## src/rtl/baud_gen_sel.sv

```systemverilog
// Runtime-selectable UART baud generator: mid-bit, end-of-bit and frame-done strobes, optional 16x tick.
// Latency: first clk_bps is registered HALF+2 edges after bps_start is first sampled high; period DIV+1.
// No backpressure: bps_start is a run level; dropping it clears the generator on the next edge.
// Optional feature macro: BAUD_OVS16_EN (16x oversample tick on os_tick; tied low when undefined).
module baud_gen_sel #(
  parameter int unsigned CLK_HZ     = 50_000_000,
  parameter int unsigned CNT_W      = 16,
  parameter int unsigned FRAME_BITS = 10
) (
  input  logic       clk,
  input  logic       rst,
  input  logic       bps_start,
  input  logic [2:0] baud_sel,
  output logic       clk_bps,
  output logic       bit_end,
  output logic       frame_done,
  output logic [3:0] bit_idx,
  output logic       os_tick
);

  // Divisors per baud table entry: DIV = CLK_HZ/baud - 1
  localparam logic [CNT_W-1:0] DIV_9600   = CNT_W'(CLK_HZ / 9600 - 1);
  localparam logic [CNT_W-1:0] DIV_19200  = CNT_W'(CLK_HZ / 19200 - 1);
  localparam logic [CNT_W-1:0] DIV_38400  = CNT_W'(CLK_HZ / 38400 - 1);
  localparam logic [CNT_W-1:0] DIV_57600  = CNT_W'(CLK_HZ / 57600 - 1);
  localparam logic [CNT_W-1:0] DIV_115200 = CNT_W'(CLK_HZ / 115200 - 1);
  localparam logic [CNT_W-1:0] ONE_C      = CNT_W'(1);
  localparam logic [3:0]       LAST_BIT   = 4'(FRAME_BITS - 1);

  typedef enum logic {IDLE, RUN} state_t;

  state_t           state, state_nxt;
  logic [CNT_W-1:0] div_sel, half_sel;
  logic [CNT_W-1:0] div_r, half_r;
  logic [CNT_W-1:0] cnt, cnt_nxt;
  logic [3:0]       bit_idx_nxt;
  logic             counting, at_half, at_wrap, at_last, start_evt;

  // Divisor lookup for the currently requested rate; unlisted codes fall back to 9600
  always_comb begin
    div_sel = DIV_9600;
    case (baud_sel)
      3'd1:    div_sel = DIV_19200;
      3'd2:    div_sel = DIV_38400;
      3'd3:    div_sel = DIV_57600;
      3'd4:    div_sel = DIV_115200;
      default: div_sel = DIV_9600;
    endcase
    half_sel = div_sel >> 1;
  end

  assign counting  = (state == RUN) && bps_start;
  assign start_evt = (state == IDLE) && bps_start;
  assign at_half   = counting && (cnt == half_r);
  assign at_wrap   = counting && (cnt == div_r);
  assign at_last   = (bit_idx == LAST_BIT);

  // Next-state: run while bps_start is high, fall back to IDLE as soon as it drops
  always_comb begin
    state_nxt = state;
    case (state)
      IDLE:    if (bps_start) state_nxt = RUN;
      RUN:     if (!bps_start) state_nxt = IDLE;
      default: state_nxt = IDLE;
    endcase
  end

  // Divider and bit counter: both sit at zero unless actively counting
  always_comb begin
    cnt_nxt     = '0;
    bit_idx_nxt = '0;
    if (counting) begin
      cnt_nxt     = at_wrap ? '0 : cnt + ONE_C;
      bit_idx_nxt = bit_idx;
      if (at_wrap) bit_idx_nxt = at_last ? 4'd0 : bit_idx + 4'd1;
    end
  end

  // State register; rate is frozen at IDLE->RUN so mid-run baud_sel changes are ignored
  always_ff @(posedge clk) begin
    if (rst) begin
      state  <= IDLE;
      div_r  <= '0;
      half_r <= '0;
    end else begin
      state <= state_nxt;
      if (start_evt) begin
        div_r  <= div_sel;
        half_r <= half_sel;
      end
    end
  end

  // Counters and registered strobes; a partial bit on stop produces no pulse
  always_ff @(posedge clk) begin
    if (rst) begin
      cnt        <= '0;
      bit_idx    <= '0;
      clk_bps    <= 1'b0;
      bit_end    <= 1'b0;
      frame_done <= 1'b0;
    end else begin
      cnt        <= cnt_nxt;
      bit_idx    <= bit_idx_nxt;
      clk_bps    <= at_half;
      bit_end    <= at_wrap;
      frame_done <= at_wrap && at_last;
    end
  end

`ifdef BAUD_OVS16_EN
  // Oversample divisor per entry: ((DIV+1)>>4) - 1
  localparam logic [CNT_W-1:0] OVS_9600   = CNT_W'((CLK_HZ / 9600) / 16 - 1);
  localparam logic [CNT_W-1:0] OVS_19200  = CNT_W'((CLK_HZ / 19200) / 16 - 1);
  localparam logic [CNT_W-1:0] OVS_38400  = CNT_W'((CLK_HZ / 38400) / 16 - 1);
  localparam logic [CNT_W-1:0] OVS_57600  = CNT_W'((CLK_HZ / 57600) / 16 - 1);
  localparam logic [CNT_W-1:0] OVS_115200 = CNT_W'((CLK_HZ / 115200) / 16 - 1);

  logic [CNT_W-1:0] ovs_sel, ovs_r, ovs_cnt;

  // Oversample divisor lookup, mirrors the main table
  always_comb begin
    ovs_sel = OVS_9600;
    case (baud_sel)
      3'd1:    ovs_sel = OVS_19200;
      3'd2:    ovs_sel = OVS_38400;
      3'd3:    ovs_sel = OVS_57600;
      3'd4:    ovs_sel = OVS_115200;
      default: ovs_sel = OVS_9600;
    endcase
  end

  // 16x counter: cleared with the main counter and re-phased at every bit wrap
  always_ff @(posedge clk) begin
    if (rst) begin
      ovs_r   <= '0;
      ovs_cnt <= '0;
      os_tick <= 1'b0;
    end else begin
      if (start_evt) ovs_r <= ovs_sel;
      if (!counting || at_wrap || (ovs_cnt == ovs_r)) ovs_cnt <= '0;
      else                                            ovs_cnt <= ovs_cnt + ONE_C;
      os_tick <= counting && (ovs_cnt == ovs_r);
    end
  end
`else
  assign os_tick = 1'b0;
`endif

endmodule

```

## config.mk

```make
export PLATFORM = sky130hd
export DESIGN_NAME = baud_gen_sel
export DESIGN_NICKNAME = d
export VERILOG_FILES = /design/src/rtl/baud_gen_sel.sv
export SDC_FILE = /design/constraint.sdc
export NUM_CORES = 1
export LEC_CHECK = 0
export BUFFER_PORTS_ARGS = -buffer_cell sky130_fd_sc_hd__buf_2
export CAP_MARGIN = 10
export CELL_PAD_IN_SITES_DETAIL_PLACEMENT = 0
export CELL_PAD_IN_SITES_GLOBAL_PLACEMENT = 1
export CORE_ASPECT_RATIO = 1.25
export CORE_MARGIN = 8
export CORE_UTILIZATION = 48
export DETAILED_ROUTE_END_ITERATION = 8
export HOLD_SLACK_MARGIN = 0.02
export PLACE_DENSITY = 0.82
export SYNTH_ARGS = -nofsm -noshare
export SYNTH_HDL_FRONTEND = slang
export SYNTH_SLANG_ARGS = --single-unit
export TNS_END_PERCENT = 10
```

## constraint.sdc

```tcl
create_clock -name clk -period 3.4 [get_ports clk]
set_input_delay 0.68 -clock clk [delete_from_list [all_inputs] [get_ports clk]]
set_output_delay 0.68 -clock clk [all_outputs]
set_load 0.02 [all_outputs]
```

## After elaboration in Yosys (flattened, before gate mapping)

Index checks and enable logic that the tools add are counted.
W data, S select, Z words.

| cells by class | value |
|---|---|
| add/sub/neg operators | 2 |
| equality and inequality tests | 7 |
| mux-type cells | 3 |
| bitwise logic cells | 2 |
| reduce and logical (&&, ||, !) cells | 7 |

Operators with widths:

| cell | number |
|---|---|
| $pmux W13 S4 | 1 |
| $add A16 B1 Y16 const B | 1 |
| $eq A16 B15 Y1 | 1 |
| $eq A16 B16 Y1 | 1 |
| $eq A3 B2 Y1 const B | 2 |
| $logic_and A1 B1 Y1 | 5 |
| $add A4 B1 Y4 const B | 1 |
| $eq A4 B4 Y1 const B | 1 |
| $mux W4 | 1 |
| $eq A3 B1 Y1 const B | 1 |
| $eq A3 B3 Y1 const B | 1 |
| $reduce_or A3 Y1 | 1 |
| $not A1 Y1 | 2 |
| $reduce_or A2 Y1 | 1 |
| $mux W1 | 1 |

| storage, ports and cells | value |
|---|---|
| bits in registers | 55 |
| input port bits | 6 |
| logic and storage cells | 29 |

## Longest topological paths before layout

Gate-level depths: netlist of run 1.

| depth | value |
|---|---|
| depth after elaboration | 3 |
| depth in mapped cells | 7 |
| depth with buffers taken out | 5 |

## Worst setup path before layout of run 1

OpenSTA, ideal clock, no wires.

| timing path | value |
|---|---|
| path type | register to register |
| start point | register cnt[11] |
| end point | register bit_idx[2] |
| arrival time | 1.713 ns |
| path slack | 1.617 ns |
| cell stages (with the launch flop) | 7 |
| buffers on the path | 1 |
| cells stage by stage | dfxtp_1 buf_6 xor2_2 a2111oi_4 nand4_4 or4_1 a21oi_1 |

| on the way | value |
|---|---|
| word-level cells in the longest chain between the ends | 2 |

Ends and longest elaborated chain:

| what | line | source |
|---|---|---|
| start: declaration | 35 | `logic [CNT_W-1:0] cnt, cnt_nxt;` |
| start signal: assignment | 103 | `cnt <= cnt_nxt;` |
| $eq A16 B16 Y1 | 55 | `assign at_wrap = counting && (cnt == div_r);` |
| $logic_and A1 B1 Y1 | 55 |  |
| end signal: assignment | 104 | `bit_idx <= bit_idx_nxt;` |
| end: declaration | 17 | `output logic [3:0] bit_idx,` |

No other way between the ends.
A chain may end at the register's enable or synchronous reset.

## Final worst setup path of run 1

| timing path | value |
|---|---|
| start point | register cnt[10] |
| end point | register cnt[7] |

| on the way | value |
|---|---|
| word-level cells in the longest chain between the ends | 3 |

Ends and longest elaborated chain:

| what | line |
|---|---|
| $eq A16 B16 Y1 | 55 |
| $logic_and A1 B1 Y1 | 55 |
| $reduce_or A3 Y1 (no source line) | -- |

No other way between the ends.

==> key figures, run 1 <==
Yosys
  • Mapped Area: 1740 um2
  • Post-Syn Area per Cell: 8.62 um2
  • Post-synth top area cell: dfxtp_1
  • Synth area leaders: dfxtp_1, xnor2_1, nor2_1
  • Synth top area share: 40.3%
  • Cell with the most instances after synthesis: dfxtp_1
  • Synth Net Count: 209
  • Synth cell types: 40
  • Post-synth EDFFs: 0
  • Post-synthesis cell count: 202
  • Synth Flop Type: dfxtp_1
  • Sequential area share after synthesis: 40.3%
  • Asr flop ratio synth: 0%
  • Ys Warns: 0
  • Yosys reg bits: 35
  • Commonest cells in the netlist: dfxtp_1, nor2_1, xnor2_1, xor2_1, nand2_1

Floorplanning
  • Initial Utilization: 50.0%
  • Die Wd: 69.9 um
  • Core ar.: 3480 um2
  • Area of the die: 5820 um2
  • I/O pin total: 14
  • Row cnt: 24
  • Die H: 83.3 um

Route
  • Post-route ant nets: 0
  • First DRT Iteration DRCs: 52
  • DR vias: 1352
  • WL met3: 132 um
  • Top Layer Used: met4
  • Met2 Wirelength: 1680 um
  • TritonRoute pass-1 iters: 4
  • Final wirelength: 3460 um
  • WL met1: 1560 um
  • DRC: 0
  • Post-detailed-route wirelength per cell: 14.1 um
  • Via density: 5.50

Setup path
  • WP buf/inv: 0
  • Crit path DAT: 2.23 ns
  • Critical path class: register to register
  • Max FO, Critical Path: 16
  • Startpoint Class: register
  • Top delay family on crit path: compound AO/OA/AOI/OAI gates
  • Worst path slowest cell: o21ai_2
  • Critical Path RT: 3.54 ns
  • Max incr delay on CP: 0.60 ns
  • CP endpoint kind: register
  • CP Cell Sequence: nand2_1 > a2111oi_4 > nand4_4 > o21ai_2 > nor2_1

Pwr
  • Leakage: 0.000689 uW
  • Gate power share: 8.2%
  • Flop pwr share: 56.6%
  • Design Power: 763 uW
  • Psw: 181 uW
  • Clock share of power: 35.1%
  • Switch share: 23.7%
  • Worst vdd ir: 312 uV
  • Power Internal: 583 uW
  • P per Cell Area: 411 nW/um2

Cells and area
  • Layout area overhead: 6.76%
  • Fillers: 323
  • Multi-input gate area: 957 um2
  • # diodes: 0
  • Nets@finish: 215
  • Sequential cell area: 701 um2
  • Fraction of layout cells with a size suffix above 1: 10.1%

Global routing
  • Pin count of the biggest net entering global routing: 17
  • Vias in the first global route: 1335
  • GRT Overall Usage: 12.6%
  • Global route total overflow: 0
  • First-pass GRT wire length: 6150 um
  • Antenna violations before repair: 0

Clocking
  • Clock tree from TritonCTS: done
  • Root Buffer: clkbuf_8
  • Post-cts sizing count: 0
  • Max Buffers Root-to-Sink: 2
  • Clock sinks: 35
  • Cts hold-fix bufs: 0
  • Post-CTS setup buffers: 0
  • Clk pin slew, worst setup/hold paths: 0.06 ns
  • Clk_lat worst skew: 0.28 ns
  • Cts bufs inserted: 5
  • H-tree depth: 2

Timing
  • Final setup fails: 0
  • Fmax: 479 MHz
  • Tcrit/Tclk final: 61.5%
  • Rel. slew slack: 52.1%
  • Clk_skew: 0.00310 ns
  • RSZ-0062 raised after global routing: no
  • Min Tclk post-route: 2.09 ns
  • Setup ws final: 1.31 ns
  • Count of final hold-check violations: 0
  • Slew Viols, Final: 0
  • Setup TNS: 0 ns
  • Worst-margin pin slew: 0.718 ns

Placement
  • Worst slack, placed: 1.30 ns
  • IO buf count: 12
  • Post-DP HPWL: 2600 um
  • GPL Wtd Cong: 0.785

Status
  • Status: completed

Run
  • Maxcap violations: 0

Worst hold path
  • HP Class: register to register
[sequential cells by signal, indices dropped and copies added, names as in the netlist]
signal / count
cnt: 16
bit_end: 1
bit_idx: 4
clk_bps: 1
div_r: 11
state: 1
frame_done: 1
[tightest hold or removal path, cell delays in order, from the launching register on]
cell and delay, ns:
dfxtp_1 0.35, nor2_1 0.06, nor2_1 0.07
[power groups by stage]
stage / registers, uW / logic, uW / clock network [uW]
finish: 432 / 62.7 / 268
global route: 434 / 70.8 / 293
CTS: 432 / 62.9 / 279
detailed placement: 441 / 62.6 / 0
global placement: 441 / 61.9 / 0
floorplan: 438 / 50.5 / 0
[worst paths after layout]
check	endpoint	cells after the start	startpoint	slack (ns)
worst max-delay path	cnt[7]	5	cnt[10]	1.31
worst min-delay path	div_r[0]	2	div_r[0]	0.51
worst max register to register	cnt[7]	5	cnt[10]	1.31
worst min register to register	div_r[0]	2	div_r[0]	0.51
[cell type report]
class / instances / share of cell area (%)
Multi-Input combinational cell: 149 / 51.5
Tap cell: 39 / 2.63
Timing Repair Buffer: 12 / 3.23
Inverter: 5 / 1.01
Clock buffer: 6 / 3.91
Sequential cell: 35 / 37.7
[cells in the final DEF (no fill, tap or decap), types with 7 or more instances in the layout]
| master | netlist | routed |
|---|---|---|
| buf_2 | 3 | 12 |
| xor2_1 | 13 | 13 |
| nor2b_1 | 7 | 7 |
| a21oi_1 | 8 | 8 |
| dfxtp_1 | 35 | 35 |
| and3_1 | 7 | 7 |
| nand2_1 | 9 | 9 |
| nor2_1 | 33 | 33 |
| nand3_1 | 8 | 8 |
| nor3_1 | 7 | 7 |
| xnor2_1 | 17 | 17 |
[per-layer routing]
metal	GRT usage, %	vias to the layer above
met5	0	-
met4	5.31	0
met3	4.05	7
met2	20.6	29
met1	14.6	625
li1	-	691
[metrics by stage]
step	area, um2	hold slack, ns	std cells	utilization, %
floorplan	1740	0.458	202	-
global placement	1790	0.497	240	51.3
detailed placement	1790	0.508	240	51.3
CTS	1860	0.523	246	53.3
global route	1860	0.563	246	53.3
finish	1860	0.512	246	53.3
[cell families after synthesis]
group                      count (synthesis)  synth area share (%)
and+or+nand+nor                           93                  27.7
adders and majority gates                  1                 0.719
DFF                                       35                  40.3
buffers and inverters                     18                  4.74
AOI/OAI and AO/OA                         23                  10.4
other                                      1                 0.215
xor gates and xnor gates                  31                  16.0
Note: power is estimated with default switching activity, not from simulation.
==> inputs of run 2 (changes only) <==
ABC_AREA = 1   (was not set)
CORE_UTILIZATION = 38   (was 48)
PLACE_DENSITY = 0.73   (was 0.82)
clock period = 1.9 ns   (was 3.4 ns; I/O delays follow)
==> key figures, run 2 <==
Clocking
  • Cts bufs inserted: 5 (unchanged)
  • Clk pin slew, worst setup/hold paths: 0.08 ns (was 0.06 ns)
  • Root Buffer: clkbuf_8 (unchanged)
  • Clock sinks: 35 (unchanged)
  • Post-CTS setup buffers: 0 (unchanged)
  • Cts hold-fix bufs: 0 (unchanged)
  • Max Buffers Root-to-Sink: 2 (unchanged)
  • Clock tree from TritonCTS: done (unchanged)
  • Clk_lat worst skew: 0.29 ns (was 0.28 ns)
  • Post-cts sizing count: 0 (unchanged)
  • H-tree depth: 2 (unchanged)

Placement
  • Worst slack, placed: 0.254 ns (was 1.30 ns)
  • Placed Cells: 346 (was 240)
  • IO buf count: 12 (unchanged)
  • Post-DP HPWL: 3480 um (was 2600 um)
  • GPL Wtd Cong: 0.785 (about the same)

Global routing
  • GR Layer Usage met3: 3.80% (was 4.05%)
  • Antenna violations before repair: 0 (unchanged)
  • Global route total overflow: 0 (unchanged)
  • GRT Overall Usage: 13.0% (was 12.6%)
  • Busiest grt layer: met2 (unchanged)
  • Pin count of the biggest net entering global routing: 14 (was 17)
  • Met2 Usage GRT: 22.4% (was 20.6%)
  • First-pass GRT wire length: 7500 um (was 6150 um)
  • Vias in the first global route: 1589 (was 1335)
  • Met1 Resource Use GR: 14.3% (was 14.6%)

Cells and area
  • Max reg flops: 16 (unchanged)
  • Commonest non-fill, non-tap cell in the layout: nand2_1 (was dfxtp_1)
  • Layout area overhead: 11.4% (was 6.76%)
  • Fillers: 529 (was 323)
  • Final non-filler cell total: 354 (was 246)
  • Most frequent cells in the layout: nand2_1, inv_1, dfxtp_1 (was dfxtp_1, nor2_1, xnor2_1)
  • Most flops, register: cnt (unchanged)
  • Nets@finish: 300 (was 215)
  • # diodes: 0 (unchanged)
  • Largest regs: cnt: 16 flops, div_r: 11 flops, bit_idx: 4 flops (unchanged)
  • Fraction of layout cells with a size suffix above 1: 12.6% (was 10.1%)
  • Fin util: 44.2% (was 53.3%)

Pwr
  • Switch share: 25.9% (was 23.7%)
  • Flop pwr share: 50.3% (was 56.6%)
  • Power Internal: 1140 uW (was 583 uW)
  • Leakage: 0.000892 uW (was 0.000689 uW)
  • Worst vdd ir: 369 uV (was 312 uV)
  • P per Cell Area: 735 nW/um2 (was 411 nW/um2)
  • Clock share of power: 40.0% (was 35.1%)
  • Psw: 398 uW (was 181 uW)
  • Gate power share: 9.7% (was 8.2%)

Yosys
  • Mapped Area: 1870 um2 (was 1740 um2)
  • Synth Net Count: 285 (was 209)
  • Post-synth top area cell: dfxtp_1 (unchanged)
  • Post-synthesis cell count: 278 (was 202)
  • Sequential area share after synthesis: 37.4% (was 40.3%)
  • Cell with the most instances after synthesis: nand2_1 (was dfxtp_1)
  • Synth Flop Type: dfxtp_1 (unchanged)
  • Synth area leaders: dfxtp_1, nand2_1, inv_1 (was dfxtp_1, xnor2_1, nor2_1)
  • Synth cell types: 33 (was 40)
  • Ys Warns: 0 (unchanged)
  • Commonest cells in the netlist: nand2_1, inv_1, dfxtp_1, nor2_1, nand3_1 (was dfxtp_1, nor2_1, xnor2_1, xor2_1, nand2_1)
  • Post-synth EDFFs: 0 (unchanged)
  • Synth top area share: 37.4% (was 40.3%)
  • Post-Syn Area per Cell: 6.74 um2 (was 8.62 um2)
  • Asr flop ratio synth: 0% (unchanged)
  • Yosys reg bits: 35 (unchanged)

Timing
  • Count of final hold-check violations: 0 (unchanged)
  • Setup ws final: 0.252 ns (was 1.31 ns)
  • Min Tclk post-route: 1.65 ns (was 2.09 ns)
  • RSZ-0062 raised after global routing: no (unchanged)
  • Slew Viols, Final: 0 (unchanged)
  • Fmax: 607 MHz (was 479 MHz)
  • Final hold slack: 0.301 ns (was 0.512 ns)
  • Final setup fails: 0 (unchanged)
  • Clk_skew: 0.00758 ns (was 0.00310 ns)
  • Tcrit/Tclk final: 86.7% (was 61.5%)
  • Setup TNS: 0 ns (unchanged)

Setup path
  • Critical Path RT: 2.09 ns (was 3.54 ns)
  • Startpoint Class: register (unchanged)
  • CP endpoint kind: register (unchanged)
  • Crit path DAT: 1.84 ns (was 2.23 ns)
  • Critical path class: register to register (unchanged)
  • Max FO, Critical Path: 7 (was 16)

Floorplanning
  • Area of the die: 7450 um2 (was 5820 um2)
  • Row cnt: 28 (was 24)
  • Die Wd: 78.8 um (was 69.9 um)
  • Die H: 94.5 um (was 83.3 um)
  • Core ar.: 4730 um2 (was 3480 um2)
  • Initial Utilization: 39.6% (was 50.0%)
  • I/O pin total: 14 (unchanged)

Worst hold path
  • HP Class: input port to register (was register to register)

Run
  • Maxcap violations: 0 (unchanged)

Route
  • Final wirelength: 4500 um (was 3460 um)
  • DRC: 0 (unchanged)
  • TritonRoute pass-1 iters: 4 (unchanged)
  • First DRT Iteration DRCs: 90 (was 52)
  • Post-detailed-route wirelength per cell: 12.7 um (was 14.1 um)
  • Via density: 4.70 (was 5.50)
  • DR vias: 1664 (was 1352)
  • Post-route ant nets: 0 (unchanged)

Status
  • Status: completed (unchanged)
## run 2: changes by cell type after synthesis, moves of 6 or more
cell | previous run | this run
nand3_1 | 8 | 17
nand2_1 | 9 | 71
clkbuf_1 | 8 | 2
a21oi_1 | 8 | 15
inv_1 | 5 | 38
and3_1 | 7 | 0
nor2b_1 | 7 | 0
xnor2_1 | 17 | 3
## run 2: final cells by class
| cell class | count | area, um2 | area share, % |
|---|---|---|---|
| flip-flops and latches | 35 | 701 | 33.6 |
| well taps | 60 | 75.1 | 3.59 |
| repair buffers | 15 | 82.6 | 3.95 |
| inverters | 43 | 161 | 7.73 |
| clock buffers | 8 | 100 | 4.79 |
| multi-input cells | 193 | 968 | 46.4 |
## run 2: worst paths after layout
| path | startpoint | endpoint | slack [ns] | cells past startpoint |
|---|---|---|---|---|
| max | cnt[0] | cnt[14] | 0.25 | 10 |
| min | rst | state | 0.30 | 2 |
| max reg2reg | cnt[0] | cnt[14] | 0.25 | 10 |
| min reg2reg | div_r[0] | div_r[0] | 0.48 | 2 |
## run 2: per-stage QoR
step | instance area [um2] | power (uW)
finish | 2090 | 1540
global route | 2090 | 1610
CTS | 2090 | 1550
detailed placement | 1990 | 939
global placement | 1990 | 940
floorplan | 1870 | 898
## run 2: worst max-delay path: stages (launching register included)
cell and delay (ns):
dfxtp_1 0.44, ha_1 0.22, nand2_2 0.07, inv_1 0.08, nand2_1 0.07, nor2_1 0.20, nand2_1 0.13, nor2_4 0.14
nand2_1 0.06, nand3_1 0.09, a21oi_1 0.04
## run 2: layer usage
layer | part of all wire (%) | wire length (um)
met1 | 47 | 2090
met2 | 47 | 2130
met3 | 4.0 | 181
met4 | 2.0 | 91
met5 | 0 | 0
## run 2: cell families after synthesis
| group | Yosys count | synth area share, % |
|---|---|---|
| flops | 35 | 37.4 |
| other cells | 1 | 0.200 |
| xor+xnor | 11 | 5.14 |
| compound gates | 30 | 9.55 |
| fa+ha+maj | 1 | 0.667 |
| simple gates | 150 | 36.1 |
| buf+inv | 50 | 10.9 |
## run 2: power by group through the flow
stage	registers (uW)	clock network, uW	logic (uW)
6_report	772	614	150
5_1_grt	775	661	170
4_1_cts	772	628	151
3_5_place_dp	789	0	150
3_3_place_gp	789	0	151
2_1_floorplan	782	0	117
==> inputs of run 3 (changes only) <==
CORE_MARGIN = 2   (was 8)
SLEW_MARGIN = 20   (was not set)
==> key figures, run 3 (synthesis results as in run 2) <==
Global routing
  • Global route total overflow: 0 (unchanged)
  • Antenna violations before repair: 0 (unchanged)
  • Pin count of the biggest net entering global routing: 14 (unchanged)
  • First-pass GRT wire length: 7210 um (was 7500 um)
  • Vias in the first global route: 1541 (was 1589)
  • GRT Overall Usage: 17.5% (was 13.0%)

Placement
  • GPL Wtd Cong: 0.775 (was 0.785)
  • Worst slack, placed: 0.273 ns (was 0.254 ns)
  • Post-DP HPWL: 3440 um (was 3480 um)
  • Post-place instance area: 2000 um2 (was 1990 um2)
  • IO buf count: 12 (unchanged)

Clocking
  • Clk pin slew, worst setup/hold paths: 0.08 ns (about the same)
  • Post-CTS setup buffers: 0 (unchanged)
  • Post-cts sizing count: 0 (unchanged)
  • Root Buffer: clkbuf_8 (unchanged)
  • Clock tree from TritonCTS: done (unchanged)
  • Clock sinks: 35 (unchanged)
  • Cts bufs inserted: 5 (unchanged)
  • Max Buffers Root-to-Sink: 2 (unchanged)
  • H-tree depth: 2 (unchanged)
  • Cts hold-fix bufs: 0 (unchanged)
  • Clk_lat worst skew: 0.29 ns (about the same)

Worst hold path
  • HP Class: input port to register (unchanged)
  • Worst hold path depth: 2 (unchanged)

Floorplanning
  • Core ar.: 4730 um2 (unchanged)
  • Die H: 82.5 um (was 94.5 um)
  • Initial Utilization: 39.6% (unchanged)
  • Die Wd: 66.8 um (was 78.8 um)
  • Row cnt: 28 (unchanged)
  • I/O pin total: 14 (unchanged)
  • Area of the die: 5510 um2 (was 7450 um2)

Setup path
  • Reg2Reg Setup Slack: 0.26 ns (was 0.25 ns)
  • Crit path DAT: 1.83 ns (was 1.84 ns)
  • Startpoint Class: register (unchanged)
  • Critical Path RT: 2.09 ns (about the same)
  • Critical path class: register to register (unchanged)
  • Max FO, Critical Path: 7 (unchanged)
  • CP endpoint kind: register (unchanged)
  • R2R cell count: 10 (unchanged)

Cells and area
  • Post-route cell area: 2110 um2 (was 2090 um2)
  • Fin util: 44.7% (was 44.2%)
  • Most flops, register: cnt (unchanged)
  • Most frequent cells in the layout: nand2_1, inv_1, dfxtp_1 (unchanged)
  • Max reg flops: 16 (unchanged)
  • Fillers: 527 (was 529)
  • Sequential cell area: 701 um2 (unchanged)
  • Nets@finish: 301 (was 300)
  • Multi-input gate area: 968 um2 (unchanged)
  • Commonest non-fill, non-tap cell in the layout: nand2_1 (unchanged)
  • Fraction of layout cells with a size suffix above 1: 13.2% (was 12.6%)
  • # diodes: 0 (unchanged)
  • Largest regs: cnt: 16 flops, div_r: 11 flops, bit_idx: 4 flops (unchanged)
  • Layout area overhead: 12.8% (was 11.4%)

Timing
  • Slew Viols, Final: 0 (unchanged)
  • Clk_skew: 0.00760 ns (was 0.00758 ns)
  • Setup ws final: 0.263 ns (was 0.252 ns)
  • Setup TNS: 0 ns (unchanged)
  • Tcrit/Tclk final: 86.1% (was 86.7%)
  • RSZ-0062 raised after global routing: no (unchanged)
  • Min Tclk post-route: 1.64 ns (was 1.65 ns)
  • Count of final hold-check violations: 0 (unchanged)
  • Final setup fails: 0 (unchanged)
  • Fmax: 611 MHz (was 607 MHz)

Route
  • WL met1: 2020 um (was 2090 um)
  • Via density: 4.77 (was 4.70)
  • Top Layer Used: met4 (unchanged)
  • DR vias: 1694 (was 1664)
  • WL met3: 183 um (was 181 um)
  • Post-detailed-route wirelength per cell: 12.4 um (was 12.7 um)
  • TritonRoute pass-1 iters: 4 (unchanged)
  • DRC: 0 (unchanged)
  • Final wirelength: 4400 um (was 4500 um)
  • Post-route ant nets: 0 (unchanged)
  • First DRT Iteration DRCs: 79 (was 90)
  • Met2 Wirelength: 2140 um (was 2130 um)

Pwr
  • Design Power: 1630 uW (was 1540 uW)
  • Leakage: 0.000907 uW (was 0.000892 uW)
  • P per Cell Area: 772 nW/um2 (was 735 nW/um2)
  • Worst vdd ir: 391 uV (was 369 uV)

Status
  • Status: completed (unchanged)

Run
  • Maxcap violations: 0 (unchanged)
-- run 3: stage by stage --
stage	hold WS [ns]	std cells
2_1_floorplan	0.443	278
5_1_grt	0.298	355
3_5_place_dp	0.465	347
3_3_place_gp	0.468	347
6_report	0.298	355
4_1_cts	0.292	355
-- run 3: path summary, 6_finish.rpt --
path | startpoint | end
worst min-delay path | rst | state
worst max register to register | cnt[0] | cnt[14]
worst max-delay path | cnt[0] | cnt[14]
worst min register to register | cnt[14] | cnt[14]
-- run 3: power by group --
group / leakage (uW) / switching (uW) / internal [uW] / total, uW
logic: 0.000561 / 95.8 / 54.0 / 150
clock network: 0.0000612 / 286 / 425 / 711
registers: 0.000284 / 20.1 / 752 / 772
-- run 3: critical path: stages, from the launching register on --
cell	delay, ns
dfxtp_1	0.44
ha_1	0.22
nand2_2	0.06
inv_1	0.08
nand2_1	0.07
nor2_1	0.20
nand2_1	0.14
nor2_4	0.14
nand2_1	0.06
nand3_1	0.09
a21oi_1	0.04
-- run 3: area by class of cell --
cell class	count	area share [%]
clock buffer	6	3.91
clock inverter	2	1.66
inverter	43	7.64
multi-input combinational	193	45.8
sequential	35	33.2
tap	60	3.55
timing repair buffer	16	4.26
-- run 3: layer usage --
metal	up-vias	GRT usage [%]
met2	26	30.7
li1	906	-
met1	755	21.4
met3	7	3.39
met4	0	5.51
met5	-	0
